## src/rtl/vga_timing_gen.sv

```systemverilog
// Parametrised raster timing generator: h/v counters advanced by a pixel tick,
// with registered sync, blanking, coordinate and strobe outputs.
module vga_timing_gen #(
  parameter int unsigned H_DISP = 640,
  parameter int unsigned H_FP   = 16,
  parameter int unsigned H_PW   = 96,
  parameter int unsigned H_BP   = 48,
  parameter int unsigned V_DISP = 480,
  parameter int unsigned V_FP   = 10,
  parameter int unsigned V_PW   = 2,
  parameter int unsigned V_BP   = 29,
  parameter logic        HS_POL = 1'b0,
  parameter logic        VS_POL = 1'b0,
  parameter int unsigned CW     = 10,
  parameter int unsigned FCW    = 8
) (
  input  logic           vga_clk,
  input  logic           reset,
  input  logic           pix_en,
  output logic           hsync,
  output logic           vsync,
  output logic           disp_en,
  output logic [CW-1:0]  column,
  output logic [CW-1:0]  row,
  output logic           hblank,
  output logic           vblank,
  output logic           line_start,
  output logic           frame_start,
  output logic [FCW-1:0] frame_count
);

  localparam int unsigned H_TOTAL = H_DISP + H_FP + H_PW + H_BP;
  localparam int unsigned V_TOTAL = V_DISP + V_FP + V_PW + V_BP;

  localparam logic [CW-1:0] H_LAST = CW'(H_TOTAL - 1);
  localparam logic [CW-1:0] H_ACT  = CW'(H_DISP);
  localparam logic [CW-1:0] H_SS   = CW'(H_DISP + H_FP);
  localparam logic [CW-1:0] H_SE   = CW'(H_DISP + H_FP + H_PW);
  localparam logic [CW-1:0] V_LAST = CW'(V_TOTAL - 1);
  localparam logic [CW-1:0] V_ACT  = CW'(V_DISP);
  localparam logic [CW-1:0] V_SS   = CW'(V_DISP + V_FP);
  localparam logic [CW-1:0] V_SE   = CW'(V_DISP + V_FP + V_PW);

  logic [CW-1:0] h_cnt;
  logic [CW-1:0] v_cnt;
  logic [CW-1:0] h_nxt;
  logic [CW-1:0] v_nxt;
  logic          h_end;
  logic          v_end;
  logic          h_act;
  logic          v_act;
  logic          hs_on;
  logic          vs_on;

  // Decode of the current (pre-increment) counter position
  always_comb begin
    h_end = (h_cnt == H_LAST);
    v_end = (v_cnt == V_LAST);
    h_act = (h_cnt < H_ACT);
    v_act = (v_cnt < V_ACT);
    hs_on = (h_cnt >= H_SS) && (h_cnt < H_SE);
    vs_on = (v_cnt >= V_SS) && (v_cnt < V_SE);
    h_nxt = h_end ? '0 : h_cnt + CW'(1);
    v_nxt = v_cnt;
    if (h_end) begin
      v_nxt = v_end ? '0 : v_cnt + CW'(1);
    end
  end

  // Counters and outputs move only on a pixel tick; strobes self-clear otherwise
  always_ff @(posedge vga_clk or posedge reset) begin
    if (reset) begin
      h_cnt       <= '0;
      v_cnt       <= '0;
      frame_count <= '0;
      hsync       <= ~HS_POL;
      vsync       <= ~VS_POL;
      disp_en     <= 1'b0;
      column      <= '0;
      row         <= '0;
      hblank      <= 1'b1;
      vblank      <= 1'b1;
      line_start  <= 1'b0;
      frame_start <= 1'b0;
    end else begin
      line_start  <= 1'b0;
      frame_start <= 1'b0;
      if (pix_en) begin
        h_cnt       <= h_nxt;
        v_cnt       <= v_nxt;
        if (h_end && v_end) begin
          frame_count <= frame_count + FCW'(1);
        end
        hsync       <= hs_on ? HS_POL : ~HS_POL;
        vsync       <= vs_on ? VS_POL : ~VS_POL;
        disp_en     <= h_act && v_act;
        column      <= (h_act && v_act) ? h_cnt : '0;
        row         <= (h_act && v_act) ? v_cnt : '0;
        hblank      <= ~h_act;
        vblank      <= ~v_act;
        line_start  <= (h_cnt == '0) && v_act;
        frame_start <= (h_cnt == '0) && (v_cnt == '0);
      end
    end
  end

endmodule
```

## config.mk

```make
export PLATFORM = sky130hd
export DESIGN_NAME = vga_timing_gen
export DESIGN_NICKNAME = d
export VERILOG_FILES = /design/src/rtl/vga_timing_gen.sv
export SDC_FILE = /design/constraint.sdc
export NUM_CORES = 1
export LEC_CHECK = 0
export BUFFER_PORTS_ARGS = -buffer_cell sky130_fd_sc_hd__buf_2
export CAP_MARGIN = 0
export CORE_ASPECT_RATIO = 0.9
export CORE_MARGIN = 4
export CORE_UTILIZATION = 31
export CTS_CLUSTER_DIAMETER = 120
export CTS_CLUSTER_SIZE = 25
export DETAILED_ROUTE_END_ITERATION = 10
export GPL_TIMING_DRIVEN = 0
export HOLD_SLACK_MARGIN = 0.08
export PLACE_DENSITY = 0.61
export SYNTH_ARGS = -nofsm -noshare
export SYNTH_HDL_FRONTEND = slang
export SYNTH_SLANG_ARGS = --single-unit
export TNS_END_PERCENT = 50
```

## constraint.sdc

```tcl
create_clock -name vga_clk -period 3.2 [get_ports vga_clk]
set_input_delay 0.16 -clock vga_clk [delete_from_list [all_inputs] [get_ports vga_clk]]
set_output_delay 0.16 -clock vga_clk [all_outputs]
set_load 0.01 [all_outputs]
```

==> summary.txt <==
DPL Wire Length: 3850 µm
Drt wl/cell: 15.0 µm
Post-Synthesis Cells: 214
Post-synth EDFFs: 0
GRT Residual Overflow: 0
Critical Path Sink Type: flop
Worst hold path class: in -> reg
Pwr/cell area: 528 nW/µm²
Last weighted congestion value of the routability-driven placer: 0.810
Number of cells after detailed placement: 347
Drt drc: 0
Main synth FF type: sky130_fd_sc_hd__dfrtp_1
Core Footprint: 7730 µm²
Tightest Pin Transition: 0.508 ns
All-layer global routing usage: 11.8%
Min cycle time layout: 1.80 ns
MaxCap Viol Count: 0
Mapped cell area: 2520 µm²
Number of CTS-inserted buffers: 5
Rel. slew slack: 66.1%
Number of cells in the finished layout apart from fillers: 356
Pin count of the biggest net entering global routing: 37
Router iterations before antenna repair: 4
Final total negative setup slack: 0 ns
Fraction of final layout cells with drive strength greater than 1: 26.2%
Number of antenna violations at the first check in global routing: 0
Ys async rst share: 100%
Setup Skew: 0.00636 ns
Critical path startpoint category: flop
Die width: 103 µm
Internal power of the cells: 1110 µW
Total net switching power: 448 µW
Unrepaired setup endpoints after global routing: no
Number of buffers added on ports: 36
Worst slack at placement: 1.40 ns
Share of the clock period used by the worst path after layout: 56.3%
Number of post-CTS setup repair buffers: 0
Clock tree from TritonCTS: done
Arrival time worst endpoint: 2.01 ns
Vias in the first global route: 1,748
Number of distinct library cell variants in the gate-level netlist after synthesis: 45
Post-synthesis to final-layout area growth: 17.1%
Area of the multi-input gates: 1040 µm²
Worst VDD drop: 0.000175 V
Commonest cells in the synthesized netlist: sky130_fd_sc_hd__dfrtp_1 (51), sky130_fd_sc_hd__a22o_1 (19), sky130_fd_sc_hd__xor2_1 (14), sky130_fd_sc_hd__nor2_1 (13), sky130_fd_sc_hd__nand3_1 (12)
Avg Cell Area, Syn: 11.8 µm²
Deepest level of the CTS H-tree: 2
Fin. max-slew vios: 0
Hold Violations, Final: 0
Yosys warning count: 0
Synthesized net count: 222
Global-route wire length before repair: 8940 µm
Ranking of synthesized cells by area: sky130_fd_sc_hd__dfrtp_1 (51%), sky130_fd_sc_hd__a22o_1 (6.6%), sky130_fd_sc_hd__xor2_1 (4.9%), sky130_fd_sc_hd__dfstp_2 (4.2%), sky130_fd_sc_hd__nor4_4 (2.5%)
DIE AREA: 9630 µm²
Inserted Diodes: 0
Starting utilization of the core area: 32.6%
Routed wire length: 5330 µm
Fraction of post-synthesis cell area in the top cell type by area: 50.7%
Via count: 1,762
Number of endpoints failing setup at the final stage: 0
Skew-Pair Late Insertion Delay: 0.30 ns
Sinks on Clock Net: 55
Switching Fraction: 28.8%
Y dimension of the die: 93.5 µm
Seq. cell area: 1380 µm²
I/O pins: 38
NumNets Final: 267
Crit path kind: reg -> reg
Worst path required time: 3.41 ns
Clk pwr share: 26.2%
Avg Vias per Cell: 4.95
Sequential cell area fraction in the yosys report: 54.8%
Root buffer cell: sky130_fd_sc_hd__clkbuf_8
Leakage power: 0.00148 µW
Result of the run: completed
Worst-path maximum fanout: 7
Combinational share of power: 18.6%
Sequential power share: 55.3%
Number of DRC markers in iteration 0: 101
Final setup margin: 1.40 ns
Site row count: 30
Clock transition at the registers of the reported paths: 0.09 ns
Maximum frequency from static timing analysis: 555 MHz
Maximum buffer depth of the clock tree: 2
Synthesis-stage register bit count: 55
Dominant cell by count in the synthesized netlist: sky130_fd_sc_hd__dfrtp_1
Filler Cell Count: 755
Final ANT Viol Nets: 0
Cell taking the most area after synthesis: sky130_fd_sc_hd__dfrtp_1
per-stage QoR:
step	instance area (µm²)	power (µW)	hold WS (ns)	utilization, %
after floorplan	2520	1060	0.473	-
after global placement	2820	1150	0.454	36.5
after detailed placement	2840	1160	0.188	36.7
after CTS	2950	1580	0.206	38.1
after global routing	2950	1660	0.226	38.1
final	2950	1560	0.214	38.1
cells by family (layout without fill, tap and decap cells):
kind of cell | Yosys count | count (layout) | synth area share, %
fa+ha+maj | 5 | 5 | 2.48
simple gates | 77 | 77 | 20.5
flops | 55 | 55 | 54.8
compound gates | 34 | 34 | 10.4
buf+inv | 21 | 67 | 3.87
xor+xnor | 19 | 19 | 6.61
mux | 3 | 3 | 1.29
flip-flops by register name, summed over array words and instances (netlist names):
signal       cells
vblank           1
frame_count      8
vsync            1
row             10
line_start       1
column          10
hblank           1
hsync            1
disp_en          1
v_cnt           10
h_cnt           10
frame_start      1
worst paths after layout:
kind / slack, ns / to / from / cells past startpoint
max: 1.40 / frame_start$_DFF_PP0_ / h_cnt[0]$_DFFE_PP0P_ / 5
min: 0.21 / frame_start$_DFF_PP0_ / pix_en / 3
max reg2reg: 1.40 / frame_start$_DFF_PP0_ / h_cnt[0]$_DFFE_PP0P_ / 5
min reg2reg: 0.47 / frame_count[7]$_DFFE_PP0P_ / frame_count[7]$_DFFE_PP0P_ / 1
max in group asynchronous: 2.21 / vsync$_DFFE_PP1P_ / reset / 4
min in group asynchronous: 0.39 / column[0]$_DFFE_PP0P_ / reset / 3
routing by layer:
metal  track usage (%)  routed length [µm]  vias up  part of all wire (%)
li1                  -                   -      856                     -
met1              16.7                2550      863                    48
met2              17.5                2390       37                    45
met3              3.13                 317        6                   5.9
met4              3.56                  71        0                   1.3
met5                 0                   0        -                     0
layout by cell type, fill, tap and decap left out, types with 2 or more instances in the layout:
master / n
sky130_fd_sc_hd__dfrtp_1: 51
sky130_fd_sc_hd__ha_1: 5
sky130_fd_sc_hd__nand3_1: 12
sky130_fd_sc_hd__xnor2_1: 5
sky130_fd_sc_hd__xor2_1: 14
sky130_fd_sc_hd__nand4_4: 2
sky130_fd_sc_hd__nand2_1: 11
sky130_fd_sc_hd__nor2_1: 13
sky130_fd_sc_hd__or3_1: 3
sky130_fd_sc_hd__buf_2: 39
sky130_fd_sc_hd__nand2b_1: 2
sky130_fd_sc_hd__nor4_4: 3
sky130_fd_sc_hd__nor2b_1: 3
sky130_fd_sc_hd__clkbuf_8: 7
sky130_fd_sc_hd__nor3_1: 7
sky130_fd_sc_hd__mux2_2: 2
sky130_fd_sc_hd__and4_1: 4
sky130_fd_sc_hd__nor4_1: 2
sky130_fd_sc_hd__dfstp_2: 4
sky130_fd_sc_hd__buf_6: 2
sky130_fd_sc_hd__nand4_1: 5
sky130_fd_sc_hd__inv_1: 8
sky130_fd_sc_hd__a21oi_1: 4
sky130_fd_sc_hd__a22o_1: 19
sky130_fd_sc_hd__clkbuf_1: 6
sky130_fd_sc_hd__buf_1: 2
sky130_fd_sc_hd__o21ai_0: 3
power groups by stage:
stage | sequential, µW | clock, µW | combinational (µW)
global placement | 870 | 0 | 280
CTS | 859 | 430 | 293
global route | 876 | 461 | 323
floorplan | 869 | 0 | 191
finish | 860 | 407 | 289
detailed placement | 872 | 0 | 288
critical path: stages (launching register included):
cell                      delay (ns)
sky130_fd_sc_hd__dfrtp_1        0.47
sky130_fd_sc_hd__inv_1          0.09
sky130_fd_sc_hd__ha_1           0.13
sky130_fd_sc_hd__or4b_1         0.47
sky130_fd_sc_hd__or3_1          0.37
sky130_fd_sc_hd__nor4_1         0.18
what timing repair did:
| item | CTS | global route |
|---|---|---|
| hold buffers | 1 | 0 |
| resized for setup | 0 | 0 |
| endpoints found under the hold margin | 19 | 0 |
final cells by class:
type / count / area share, %
flip-flops and latches: 55 / 46.8
multi-input cells: 138 / 35.3
repair buffers: 38 / 7.13
well taps: 96 / 4.07
clock buffers: 8 / 3.39
plain buffers: 12 / 2.16
inverters: 9 / 1.15
Note: power is estimated with default switching activity, not from simulation.
